$ cat src/rtl/hazard_stall_ctrl.sv
// Hazard and sequencing controller for the five-stage MIPS pipeline: load-use
// detection, HI/LO multiply/divide sequencing, stall/flush generation.
// Optional stall counter output enabled by defining HAZARD_STALL_CTR_EN.
module hazard_stall_ctrl #(
    parameter int MULT_CYCLES = 4,
    parameter int DIV_CYCLES  = 32,
    parameter int CNT_W       = 6
) (
    input  logic       clk,
    input  logic       rst,
    input  logic       BranchTaken_ex,
    input  logic       MemRead_ex,
    input  logic [4:0] RegWriteAddr_ex,
    input  logic [4:0] RsAddr_id,
    input  logic [4:0] RtAddr_id,
    input  logic       RsRead_id,
    input  logic       RtRead_id,
    input  logic       MdReq_id,
    input  logic       MdIsDiv_id,
    input  logic       HiLoRead_id,
    output logic       PCWrite,
    output logic       IFIDWrite,
    output logic       IFIDFlush,
    output logic       IDEXFlush,
    output logic       MdIssue,
    output logic       MdBusy,
    output logic       MdDone,
    output logic       LoadUseStall,
    output logic       MdStall
`ifdef HAZARD_STALL_CTR_EN
    ,
    output logic [31:0] StallCount
`endif
);

    typedef enum logic {
        IDLE = 1'b0,
        BUSY = 1'b1
    } state_t;

    state_t           state_q, state_d;
    logic [CNT_W-1:0] cnt_q, cnt_d;

    logic load_use;
    logic md_busy;
    logic md_done;
    logic md_haz;
    logic md_issue;
    logic stall;

    // Hazard terms; a taken branch squashes the ID instruction, so it wins over both.
    always_comb begin
        load_use = MemRead_ex && (RegWriteAddr_ex != 5'd0) &&
                   ((RsRead_id && (RsAddr_id == RegWriteAddr_ex)) ||
                    (RtRead_id && (RtAddr_id == RegWriteAddr_ex)));
        md_busy  = (state_q == BUSY);
        md_done  = md_busy && (cnt_q == CNT_W'(1));
        md_haz   = md_busy && (MdReq_id || HiLoRead_id);
        stall    = (load_use || md_haz) && !BranchTaken_ex;
        md_issue = MdReq_id && !md_busy && !load_use && !BranchTaken_ex;
    end

    always_comb begin
        state_d = state_q;
        cnt_d   = cnt_q;
        case (state_q)
            IDLE: begin
                if (md_issue) begin
                    state_d = BUSY;
                    cnt_d   = MdIsDiv_id ? CNT_W'(DIV_CYCLES) : CNT_W'(MULT_CYCLES);
                end
            end
            BUSY: begin
                if (md_done) begin
                    state_d = IDLE;
                    cnt_d   = '0;
                end else begin
                    cnt_d = cnt_q - CNT_W'(1);
                end
            end
            default: begin
                state_d = IDLE;
                cnt_d   = '0;
            end
        endcase
    end

    always_ff @(posedge clk or posedge rst) begin
        if (rst) begin
            state_q <= IDLE;
            cnt_q   <= '0;
        end else begin
            state_q <= state_d;
            cnt_q   <= cnt_d;
        end
    end

    assign PCWrite      = !stall;
    assign IFIDWrite    = !stall;
    assign IFIDFlush    = BranchTaken_ex;
    assign IDEXFlush    = BranchTaken_ex || stall;
    assign MdIssue      = md_issue;
    assign MdBusy       = md_busy;
    assign MdDone       = md_done;
    assign LoadUseStall = load_use && !BranchTaken_ex;
    assign MdStall      = md_haz && !BranchTaken_ex;

`ifdef HAZARD_STALL_CTR_EN
    logic [31:0] stall_cnt_q, stall_cnt_d;

    always_comb begin
        stall_cnt_d = stall_cnt_q;
        if (stall) begin
            stall_cnt_d = stall_cnt_q + 32'd1;
        end
    end

    always_ff @(posedge clk or posedge rst) begin
        if (rst) begin
            stall_cnt_q <= '0;
        end else begin
            stall_cnt_q <= stall_cnt_d;
        end
    end

    assign StallCount = stall_cnt_q;
`endif

endmodule

$ cat config.mk
export PLATFORM = sky130hd
export DESIGN_NAME = hazard_stall_ctrl
export DESIGN_NICKNAME = d
export VERILOG_FILES = /design/src/rtl/hazard_stall_ctrl.sv
export SDC_FILE = /design/constraint.sdc
export NUM_CORES = 1
export LEC_CHECK = 0
export CORE_UTILIZATION = 42
export CTS_BUF_LIST = sky130_fd_sc_hd__clkbuf_4 sky130_fd_sc_hd__clkbuf_8
export CTS_CLUSTER_SIZE = 40
export DETAILED_ROUTE_END_ITERATION = 7
export PLACE_DENSITY = 0.86
export SYNTH_ARGS = -nofsm -noshare
export SYNTH_HDL_FRONTEND = slang
export SYNTH_SLANG_ARGS = --single-unit
export TNS_END_PERCENT = 1
$ cat constraint.sdc
create_clock -name clk -period 2.55 [get_ports clk]
set_input_delay 0.51 -clock clk [delete_from_list [all_inputs] [get_ports clk]]
set_output_delay 0.51 -clock clk [all_outputs]
set_load 0.02 [all_outputs]
# Word level (Yosys, flattened, before mapping)
# Index checks and enable logic that the tools add are counted.
dict set report classes {
  add_sub_neg 1
  multipliers 0
  n_div 0
  n_lt_le_gt_ge 0
  n_eq_ne 4
  n_shift 0
  mux 7
  bitwise 1
  reduce_logical 21
}
# op count
set ops {}
lappend ops {{$mux 6} 3}
lappend ops {{$logic_and 1x1->1} 12}
lappend ops {{$pmux 6 s2} 1}
lappend ops {{$eq 5x5->1} 2}
lappend ops {{$eq 6x1->1 const B} 1}
lappend ops {{$sub 6x1->6 const B} 1}
lappend ops {{$reduce_bool 5->1} 1}
lappend ops {{$logic_not 1->1} 4}
lappend ops {{$logic_or 1x1->1} 4}
lappend ops {{$mux 1} 2}
lappend ops {{$ne 2x2->1 const B} 1}
lappend ops {{$pmux 1 s2} 1}
lappend ops {{$not 1->1} 1}
dict set report totals {
  register_bits 7
  latchBits 0
  ram_bits 0
  rom_bits 0
  in_bits 24
  output_inout_bits 9
  wordCells 36
  n_memories 0
}

# Depth between registers and ports, before layout
dict set report depth {
  ltp_word 9
  ltp_mapped 7
  mapped_depth_nobuf 7
}

# Worst setup path before layout
# Ideal clock, no wire load.
dict set report synth_path {
  path_kind {input port to output port}
  start {input port RegWriteAddr_ex[1]}
  end {output port PCWrite}
  arrival_ps 2012
  required_ps 2040
  path_slack_ps 28
  path_stages 6
  n_path_buf 1
  path_cell_list {or4_1 > o21a_1 > nand2_1 > nor2_1 > nor2_1 > buf_4}
}
dict set report synth_via {
  elab_chain_cells 7
  elab_cells_between_ends 11
  classes_between {eq/ne (2); reduce/logical (9)}
}
# item line_no
set synth_lines {}
lappend synth_lines {{from (decl)} 13} ;# input logic [4:0] RegWriteAddr_ex,
lappend synth_lines {{$eq 5x5->1 (on tied branches)} {54, 55}}
lappend synth_lines {{$logic_and 1x1->1 (on tied branches)} {54, 55}}
lappend synth_lines {{$logic_or 1x1->1} 54} ;# ((RsRead_id && (RsAddr_id == RegWriteAddr_ex)) ||
lappend synth_lines {{$logic_and 1x1->1 (*)} 53} ;# load_use = MemRead_ex && (RegWriteAddr_ex != 5'd0) &&
lappend synth_lines {{$logic_or 1x1->1 (*)} 59} ;# stall = (load_use || md_haz) && !BranchTaken_ex;
lappend synth_lines {{$logic_and 1x1->1 (*)} 59}
lappend synth_lines {{$logic_not 1->1 (*)} --}
lappend synth_lines {{to (decl)} 21} ;# output logic PCWrite,
# Every way passes the cells marked *; elsewhere a longest branch is shown, timed or not.

# Worst setup path after layout
dict set report layout_path {
  start {register cnt_q[2]}
  end {output port MdDone}
}
dict set report layout_via {
  elab_chain_cells 2
}
# item line_no
set layout_lines {}
lappend layout_lines {{from (decl)} 42} ;# logic [CNT_W-1:0] cnt_q, cnt_d;
lappend layout_lines {{from (signal assigned)} 94} ;# cnt_q <= cnt_d;
lappend layout_lines {{$eq 6x1->1} 57} ;# md_done = md_busy && (cnt_q == CNT_W'(1));
lappend layout_lines {{$logic_and 1x1->1} 57}
lappend layout_lines {{to (decl)} 27} ;# output logic MdDone,
# Every way passes these cells.

==> flow_metrics.env <==
export IMPL_postSynthAreaPerCell_um2=8.251
export IMPL_cts_h_tree_lvls=1
export IMPL_ys_seq_elements=7
export IMPL_number_of_buffers_between_clock_root_and_the_deepest_sink=2
export IMPL_drv_max_cap_violation_count=0
export IMPL_detailroute_wirelength_met2_um=786
export IMPL_drt_antenna_violating_nets=0
export IMPL_cts_buffers_inserted=3
export IMPL_postCtsHoldBufs=0
export IMPL_ys_top_cells_by_area="dfrtp_1 29%, xnor2_1 16%, nand2_1 4.3%, nor2_1 4.3%, ha_1 4.1%"
export IMPL_antenna_found_initial=0
export IMPL_die_area_mm2=0.001610
export IMPL_num_nets_final=141
export IMPL_leakage_power_nw=0.4508
export IMPL_antenna_diode_count=0
export IMPL_place_area_um2=979.7
export IMPL_netlist_instances=74
export IMPL_timing_hold_ws_ns=0.4835
export IMPL_yosysSeqAreaShare_pct=28.69
export IMPL_grt_first_pass_wirelength_um=2387
export IMPL_clkSlewWorstSetupHoldPaths_ns=0.05
export IMPL_crit_arrival_ns=1.96
export IMPL_vias_in_the_first_global_route=562
export IMPL_globalRoute_totalOverflow=0
export IMPL_core_area_mm2=0.001334
export IMPL_wirelength_um=1622
export IMPL_postSynthNetCount=100
export IMPL_synth_area_um2=610.6
export IMPL_final_setup_tns_ns=0
export IMPL_port_buffer_count=32
export IMPL_hold_violations=0
export IMPL_cts_tree="built"
export IMPL_detailedPlacementHpwl_um=1334
export IMPL_worst_setup_path_type="reg -> out"
export IMPL_min_delay_path_class="in -> async"
export IMPL_grt_setup_unrepaired="no"
export IMPL_fp_row_count=13
export IMPL_post_synth_top_area_cell="dfrtp_1"
export IMPL_timing_max_transition_violations_final=0
export IMPL_globalRouteTotalUtil_pct=23.99
export IMPL_die_y_um=40.13
export IMPL_post_drt_wl_per_cell_um=12.57
export IMPL_firstDrtPassIters=4
export IMPL_dr_first_iter_drc_count=16
export IMPL_synthDominantCellAreaShare_pct=28.69
export IMPL_cts_root_buf="clkbuf_4"
export IMPL_vdd_drop_max_v=0.0003958
export IMPL_nFillCells=115
export IMPL_clkLatencyLatePin_ns=0.26
export IMPL_layout_min_cycle_time_ns=2.471
export IMPL_timing_critical_path_to_type="output pin"
export IMPL_top_signal_layer_used="met4"
export IMPL_initial_utilization_pct=45.78
export IMPL_pin_count_of_the_biggest_net_entering_global_routing=13
export IMPL_clock_skew_final_ns=0.001579
export IMPL_remaining_drc_errors=0
export IMPL_ys_types=28
export IMPL_drive_above_1_share_pct=18.42
export IMPL_ioPinCount=33
export IMPL_worstPathRequired_ns=2.04
export IMPL_post_route_cell_area_mm2=0.001008
export IMPL_result_of_the_run="completed"
export IMPL_tightest_slew_ns=0.3674
export IMPL_warnings_synthesis=0
export IMPL_final_min_period_over_clock_period_pct=96.91
export IMPL_critical_path_peak_fanout=5
export IMPL_vias_per_cell=5.054
export IMPL_wl_met3_um=86
export IMPL_setup_viol=0
export IMPL_reg2reg_depth=5
export IMPL_route_vias_total=652
export IMPL_gp_congestion=0.7429
export IMPL_chipWidth_um=40.13
export IMPL_worst_slew_margin_rel_pct=75.28
export IMPL_worstSetupStartpointType="register"
export IMPL_syn_to_final_growth_pct=65.16
export IMPL_clkSinkCount=7
export IMPL_route_layer_met1_wl_um=709
export IMPL_clock_fmax_ghz=0.4047
export IMPL_power_density_mw_per_mm2=697.4
-- synthesized netlist by cell type, drive strengths merged --
master  number
inv          6
or4          1
nor2         7
a32oi        1
nor4         1
o22ai        3
mux2i        2
or2          1
buf          3
o21ai        3
nor3b        1
nand2b       1
nor3         3
or3          1
a31oi        2
nand4        2
a211oi       1
xnor2       11
ha           2
nand3b       1
nand2        7
a21oi        2
dfrtp        7
or2b         2
o21a         1
nand3        2
-- per-stage QoR --
stage	setup WS, ns	power (mW)	util [%]	cells
2_1_floorplan	0.02819	0.4599	-	74
3_3_place_gp	-0.4854	0.5704	73.45	125
3_5_place_dp	-0.5146	0.5929	73.45	125
4_1_cts	0.01469	0.7080	75.23	129
5_1_grt	0.009351	0.7536	75.61	129
6_report	0.07873	0.7033	75.61	129
-- layout by cell type, fill, tap and decap left out --
cell type,synthesis,routed
a31oi_1,2,2
nand3b_1,1,1
nand2_1,7,6
o21a_1,1,1
o21ai_0,2,2
a32oi_1,1,1
clkbuf_4,0,4
dfrtp_1,7,7
nand3_1,2,2
o21ai_1,1,1
clkdlybuf4s50_1,0,22
nor3b_2,1,1
o22ai_1,3,2
mux2i_1,2,2
dlymetal6s2s_1,0,2
buf_4,3,10
ha_1,2,2
or2b_1,2,2
a21oi_4,1,1
nor4_1,1,1
dlygate4sd2_1,0,3
xnor2_1,11,11
nand2_2,0,1
a211oi_1,1,1
nand4_1,2,2
or2_2,1,1
o22ai_2,0,1
nor2_1,7,7
or3_1,1,1
clkdlybuf4s15_2,0,1
buf_2,0,1
a21oi_1,1,1
or4_1,1,1
nand2b_1,1,1
inv_1,6,6
nor3_1,3,3
-- path summary, 6_finish.rpt --
check | start | end | slack, ns
min in group clk | cnt_q[4]$_DFFE_PP0P_ | cnt_q[4]$_DFFE_PP0P_ | 0.53
worst max-delay path | cnt_q[2]$_DFFE_PP0P_ | MdDone | 0.08
worst max register to register | cnt_q[2]$_DFFE_PP0P_ | cnt_q[2]$_DFFE_PP0P_ | 0.88
worst min register to register | cnt_q[4]$_DFFE_PP0P_ | cnt_q[4]$_DFFE_PP0P_ | 0.53
max in group asynchronous | rst | cnt_q[0]$_DFFE_PP0P_ | 1.85
worst min-delay path | rst | cnt_q[1]$_DFFE_PP0P_ | 0.48
-- routing by layer --
| layer | track usage, % | vias up |
|---|---|---|
| met5 | 0 | - |
| met4 | 15.52 | 0 |
| met3 | 10.00 | 5 |
| met2 | 37.90 | 18 |
| met1 | 26.09 | 293 |
| li1 | - | 336 |
-- power breakdown --
| group | internal (mW) | leakage (nW) | switching (mW) | total [mW] |
|---|---|---|---|---|
| clock | 0.0705 | 0.0184 | 0.0439 | 0.114 |
| sequential | 0.166 | 0.0770 | 0.0716 | 0.237 |
| combinational | 0.179 | 0.355 | 0.173 | 0.351 |
| total | 0.415 | 0.451 | 0.288 | 0.703 |
-- cell families after synthesis --
group / count (synthesis) / share of synthesized area [%]
adder cells (fa/ha/maj): 2 / 4.098
buffers and inverters: 9 / 7.377
flip-flops: 7 / 28.69
AO/OA/AOI/OAI: 13 / 14.96
multiplexers: 2 / 3.279
AND/OR/NAND/NOR: 30 / 25.82
XOR/XNOR: 11 / 15.78
-- sequential cells by signal, indices dropped and copies added, names as in the netlist --
signal,flops
cnt_q,6
MdBusy,1
-- cell type report --
class / instances / area [um2] / share of cell area (%)
clock buffer: 4 / 30.03 / 2.978
inverter: 6 / 22.52 / 2.233
multi-input combinational: 58 / 399.1 / 39.58
sequential: 7 / 175.2 / 17.37
tap: 15 / 18.77 / 1.861
timing repair buffer: 39 / 362.8 / 35.98
-- critical path, cell delays in order (launching register included) --
cell,delay (ns)
dfrtp_1,0.42
nor4_1,0.39
nand2_1,0.17
nor2_1,0.11
clkdlybuf4s50_1,0.61
-- what timing repair did --
item	in CTS	in global routing
endpoints found under the setup margin	5	5
pin swaps	3	2
resized for setup	27	2
setup buffers	0	0
Note: power is estimated with default switching activity, not from simulation.
